==> config.mk <==
export PLATFORM = sky130hd
export DESIGN_NAME = audio_sequence_player
export DESIGN_NICKNAME = d
export VERILOG_FILES = /design/src/rtl/audio_sequence_player.sv
export SDC_FILE = /design/constraint.sdc
export NUM_CORES = 1
export LEC_CHECK = 0
export ABC_CLOCK_PERIOD_IN_PS = 4040
export BUFFER_PORTS_ARGS = -buffer_cell sky130_fd_sc_hd__buf_2
export CAP_MARGIN = 40
export CORE_UTILIZATION = 55
export DETAILED_ROUTE_END_ITERATION = 7
export PLACE_DENSITY = 0.74
export SETUP_SLACK_MARGIN = 0.15
export SLEW_MARGIN = 20
export SYNTH_ARGS = -nofsm -noshare
export SYNTH_HDL_FRONTEND = slang
export SYNTH_SLANG_ARGS = --single-unit
==> constraint.sdc <==
create_clock -name clk -period 4.04 [get_ports clk]
set_input_delay 0.202 -clock clk [delete_from_list [all_inputs] [get_ports clk]]
set_output_delay 0.202 -clock clk [all_outputs]
set_load 0.02 [all_outputs]
==> src/rtl/audio_sequence_player.sv <==
// ---------------------------------------------------------------------------
// audio_sequence_player
//
// Plays one stored note sequence as a square wave. The notes come from an
// external synchronous ROM that has a 1-cycle read latency. Each ROM entry is
// a (half-period, duration) pair. When the sequence completes normally, the
// block emits a 1-cycle seqEnd pulse that feeds the sequence-end mux.
//
// Ports:
//   clk       in   1      system clock, rising edge
//   rst_n     in   1      synchronous active-low reset
//   start     in   1      begin playback (sampled only in IDLE)
//   abort     in   1      stop playback immediately (wins over start)
//   noteAddr  out  AW     registered ROM address
//   noteHalf  in   DIV_W  ROM data: tone half-period in cycles, 0 = rest
//   noteDur   in   DUR_W  ROM data: note length in cycles, 0 = end marker
//   audioOut  out  1      registered square-wave output
//   busy      out  1      high in FETCH, LOAD and PLAY
//   seqEnd    out  1      1-cycle pulse on normal completion
// ---------------------------------------------------------------------------
module audio_sequence_player #(
    parameter  int SEQ_LEN = 8,
    parameter  int DIV_W   = 18,
    parameter  int DUR_W   = 24,
    localparam int AW      = (SEQ_LEN > 1) ? $clog2(SEQ_LEN) : 1
) (
    input  logic             clk,
    input  logic             rst_n,
    input  logic             start,
    input  logic             abort,
    output logic [AW-1:0]    noteAddr,
    input  logic [DIV_W-1:0] noteHalf,
    input  logic [DUR_W-1:0] noteDur,
    output logic             audioOut,
    output logic             busy,
    output logic             seqEnd
);

    typedef enum logic [2:0] {
        IDLE  = 3'd0,
        FETCH = 3'd1,
        LOAD  = 3'd2,
        PLAY  = 3'd3,
        DONE  = 3'd4
    } state_t;

    localparam logic [AW-1:0] LAST_ADDR = AW'(SEQ_LEN - 1);

    state_t            state_q, state_d;
    logic [AW-1:0]     addr_q, addr_d;
    logic              audio_q, audio_d;
    logic [DIV_W-1:0]  half_q, half_d;
    logic [DIV_W-1:0]  tone_cnt_q, tone_cnt_d;
    logic [DUR_W-1:0]  dur_cnt_q, dur_cnt_d;

    // State and datapath registers. Everything returns to the idle values on
    // reset, so no stale note can leak into the next playback.
    always_ff @(posedge clk) begin
        if (!rst_n) begin
            state_q    <= IDLE;
            addr_q     <= '0;
            audio_q    <= 1'b0;
            half_q     <= '0;
            tone_cnt_q <= '0;
            dur_cnt_q  <= '0;
        end else begin
            state_q    <= state_d;
            addr_q     <= addr_d;
            audio_q    <= audio_d;
            half_q     <= half_d;
            tone_cnt_q <= tone_cnt_d;
            dur_cnt_q  <= dur_cnt_d;
        end
    end

    // Next-state logic. Abort wins in every state. In IDLE it also blocks a
    // simultaneous start. The last ROM slot ends the sequence even if it does
    // not hold an end marker, so the address never wraps.
    always_comb begin
        state_d = state_q;
        if (abort) begin
            state_d = IDLE;
        end else begin
            case (state_q)
                IDLE:    if (start) state_d = FETCH;
                FETCH:   state_d = LOAD;
                LOAD:    state_d = (noteDur == '0) ? DONE : PLAY;
                PLAY: begin
                    if (dur_cnt_q == '0) begin
                        state_d = (addr_q == LAST_ADDR) ? DONE : FETCH;
                    end
                end
                DONE:    state_d = IDLE;
                default: state_d = IDLE;
            endcase
        end
    end

    // Datapath. durCnt is loaded with noteDur-1, so a note spends exactly
    // noteDur cycles in PLAY. The tone counter wraps on the same cycle the
    // output toggles, which makes the period 2*noteHalf cycles. Any state
    // other than PLAY forces the output low, so every note starts low.
    always_comb begin
        addr_d     = addr_q;
        half_d     = half_q;
        tone_cnt_d = tone_cnt_q;
        dur_cnt_d  = dur_cnt_q;
        audio_d    = 1'b0;
        case (state_q)
            IDLE, DONE: addr_d = '0;
            LOAD: begin
                half_d     = noteHalf;
                dur_cnt_d  = noteDur - DUR_W'(1);
                tone_cnt_d = '0;
            end
            PLAY: begin
                dur_cnt_d = dur_cnt_q - DUR_W'(1);
                if (half_q != '0) begin
                    if (tone_cnt_q == half_q - DIV_W'(1)) begin
                        tone_cnt_d = '0;
                        audio_d    = ~audio_q;
                    end else begin
                        tone_cnt_d = tone_cnt_q + DIV_W'(1);
                        audio_d    = audio_q;
                    end
                end
                if (dur_cnt_q == '0 && addr_q != LAST_ADDR) begin
                    addr_d = addr_q + AW'(1);
                end
            end
            default: ;
        endcase
        if (abort) begin
            addr_d = '0;
        end
        if (state_d != PLAY) begin
            audio_d = 1'b0;
        end
    end

    // Outputs. seqEnd is qualified with abort so that an abort arriving in
    // DONE suppresses the pulse in that same cycle.
    always_comb begin
        busy     = (state_q == FETCH) || (state_q == LOAD) || (state_q == PLAY);
        seqEnd   = (state_q == DONE) && !abort;
        noteAddr = addr_q;
        audioOut = audio_q;
    end

endmodule
==> run metrics <==
status complete, no violations; first-pass detailed-route iteration total 5; R2R Setup Slk roughly 1.0 ns; FF+latch count, synth 67; most common cell after layout, fill and taps aside nand2_1; Total Power 1.51 mW; Pwr per Cell Area just under 300 mW/mm²; die height between 90 and 100 µm; Die Area a little under 0.009 mm²; Async S/R FF share, synth 0; vias in the first global route approximately 4300; Hold-fix buffers, CTS 0; Crit path required time ~4.3 ns; total number of vias 4700; share of layout cells above drive strength 1 0.140; post-CTS setup buffers 0; Starting Density 0.571; reg-to-reg endpoint tone_cnt_q[3]; actual slew at the worst max-slew pin approximately 0.77 ns; hpwl dp 8680 µm; worst hold path class input port to flop; Worst Path Max Fanout 27; Static Leak between 1.5 and 2 nW; CTS tree done; per-cell routed wire length around 16 µm; CP startpoint kind flop; CP Data Arrival Time roughly 3.3 ns; ANT nets after route 0; Synth Area in Compound Gates 0.224; Post-Syn Nets ~670; fin crit share 0.751; WHS approximately 0.093 ns; register area roughly 0.0013 mm²; pin count of the biggest net entering global routing 54; Hold EP half_q[17]; Worst path top cell family by delay simple AND/OR/NAND/NOR gates; Switch Pwr 0.397 mW; Seq/Total Area, Yosys 0.284; Cells after Synth between 600 and 700; first-pass GRT wire length between 20000 and 25000 µm; mux share of post-synthesis cell area 0.0658; maximum vdd drop roughly 0.17 mV; nets about 700; max cap viols 0; GPL Wtd Cong 0.838; # rows 33; Crit. End Element flop; maximum clock rate approximately 0.33 GHz; unrepaired setup endpoints after global routing false; most frequent cells in the layout nand2_1 (81), dfxtp_1 (67), buf_2 (51); initial antenna violation count 0; Cell Area, Synth 0.00472 mm²; Internal Pwr Total 1.11 mW; xor/xnor share of the synthesized area 0.0594; Post-Synth Adder-Cell Area 0.0133; Die Span X 94.6 µm; # fillers ~770; Clock Skews about 0.016 ns; I/O pins 52; Sw Share 0.263; Overflow after GRT 0; Worst slew margin 0.483; area of the multi-input gates about 0.0031 mm²; Post-CTS Resized 0; Antenna diodes 0; clock power share 0.426; delay of the slowest critical-path stage around 0.53 ns; hold path depth 3; Cell Chain, Critical Path or4_4, nor2_1, nand4b_1, xnor2_1, or4_1, nand4bb_1, buf_4, nand2_1, o21ai_0; Syn Area/Cell about 7.6 µm²; Vias/cell 6.18; Root Buffer clkbuf_8; initial DRC count ~380; largest family of logic cells by synthesized area simple AND/OR/NAND/NOR gates; post-synthesis simple-gate area fraction 0.300; CTS Sinks 67; DRC Markers 0; Worst-path clk slew about 0.08 ns; Crit path buffers/inverters 1; Crit Path Class flop to flop; total track usage 0.290; min-delay src noteHalf[17]; H-tree levels 3; P&R area growth vs syn 10.9%; IO Port Bufs 51; Reg power frac 0.450; Post-synth EDFFs 0; setup_tns 0 ns; core box area 0.00826 mm²; R2R Path Start half_q[2]; Hold Vio Cnt, Final 0; Final setup viols 0; final instance area ~0.0052 mm²; CTS max path bufs 2; dominant synthesized flop cell dfxtp_1; cts bufs inserted 9; fin crit period about 3.0 ns; Unique masters post-synth 62; Final Max Tran Viols 0; Worst-Skew Late Latency roughly 0.35 ns; combinational power share 0.123; worst reg-to-reg path cell count 9; Post-DP Area between 0.004 and 0.005 mm²; final wirelength between 10000 and 15000 µm; slowest cell on the critical path or4_4; Syn. warnings 0
[power by group through the flow]
stage                     sequential, mW  clock, mW  combinational [mW]
after floorplan                    0.691          0               0.122
after global placement             0.695          0               0.176
after detailed placement           0.695          0               0.180
after CTS                          0.680      0.654               0.180
after global routing               0.682      0.680               0.205
final                              0.680      0.644               0.186
[cell type report]
class,count,area share
timing repair buffer,60,0.0655
tap,105,0.0251
clock inverter,6,0.0170
multi-input combinational,496,0.598
sequential,67,0.256
inverter,16,0.0115
clock buffer,10,0.0263
[through the flow]
| step | setup WS (ns) | util | std cells |
|---|---|---|---|
| after detailed placement | 1.02 | 0.603 | 743 |
| final | 1.01 | 0.633 | 760 |
| after global routing | 0.757 | 0.633 | 760 |
| after floorplan | 0.590 | - | 620 |
| after global placement | 1.13 | 0.603 | 743 |
| after CTS | 1.02 | 0.630 | 759 |
[logic make-up after synthesis]
logic type / after synthesis
DFF: 67
muxes: 31
xor gates and xnor gates: 32
AOI/OAI and AO/OA: 157
buffers and inverters: 57
and+or+nand+nor: 271
adders and majority gates: 5
[routing by layer]
metal	global-route usage	share of wire	vias up	wire (µm)
li1	-	-	2311	-
met1	0.399	0.46	2203	5720
met2	0.456	0.46	174	5630
met3	0.0604	0.072	12	886
met4	0.0795	0.011	0	140
met5	0	0	-	0
[worst register-to-register path, stage by stage, from the launching register on]
cell and delay [ns]:
dfxtp_1 0.41, or4_4 0.54, nor2_1 0.34, nand4b_1 0.17, xnor2_1 0.15, or4_1 0.49
nand4bb_1 0.19, buf_4 0.24, nand2_1 0.26, o21ai_0 0.14
[flip-flops by register name, summed over array words and instances, names as in the netlist]
name and flops:
noteAddr 3, audioOut 1, half_q 18, state_q 3, dur_cnt_q 24, tone_cnt_q 18
[synth_stat cells, types with 2 or more instances]
| master | n | area (µm²) |
|---|---|---|
| nand2_1 | 81 | 304 |
| dfxtp_1 | 67 | 1340 |
| nor2_1 | 49 | 184 |
| o21ai_0 | 39 | 195 |
| mux2i_1 | 31 | 310 |
| clkbuf_1 | 30 | 113 |
| nand3_1 | 28 | 140 |
| a21oi_1 | 27 | 135 |
| a21boi_0 | 25 | 188 |
| nor3_1 | 22 | 110 |
| a31oi_1 | 17 | 106 |
| xor2_1 | 17 | 149 |
| inv_1 | 16 | 60.1 |
| xnor2_1 | 15 | 131 |
| and3_1 | 13 | 81.3 |
| nor2b_1 | 13 | 81.3 |
| nor4_1 | 13 | 81.3 |
| nand4_1 | 9 | 56.3 |
| o211ai_1 | 9 | 67.6 |
| and2_1 | 7 | 43.8 |
| o31a_1 | 7 | 61.3 |
| or4_1 | 7 | 52.6 |
| ha_1 | 5 | 62.6 |
| o31ai_1 | 5 | 37.5 |
| a22oi_1 | 4 | 30.0 |
| buf_6 | 4 | 45.0 |
| nand2b_1 | 4 | 25.0 |
| or3_1 | 4 | 25.0 |
| a211oi_1 | 3 | 22.5 |
| buf_1 | 3 | 11.3 |
| o21a_1 | 3 | 22.5 |
| o221ai_1 | 3 | 26.3 |
| or2_2 | 3 | 18.8 |
| a21o_1 | 2 | 15.0 |
| a32oi_1 | 2 | 17.5 |
| clkbuf_2 | 2 | 10.0 |
| nand3b_1 | 2 | 15.0 |
| nand4b_1 | 2 | 17.5 |
| nor3_2 | 2 | 20.0 |
| nor4b_4 | 2 | 47.6 |
| o211a_1 | 2 | 20.0 |
[worst max-delay path by stage]
stage / cells after the start / end / start / slack [ns]
3_3_place_gp: 9 / tone_cnt_q[12] / half_q[0] / 1.13
6_report: 9 / tone_cnt_q[3] / half_q[2] / 1.01
3_5_place_dp: 9 / tone_cnt_q[3] / half_q[2] / 1.02
4_1_cts: 9 / tone_cnt_q[3] / half_q[2] / 1.02
5_1_grt: 9 / dur_cnt_q[20] / state_q[2] / 0.76
2_1_floorplan: 14 / dur_cnt_q[20] / state_q[2] / 0.59
No activity file was read; power rests on OpenSTA's default activity.
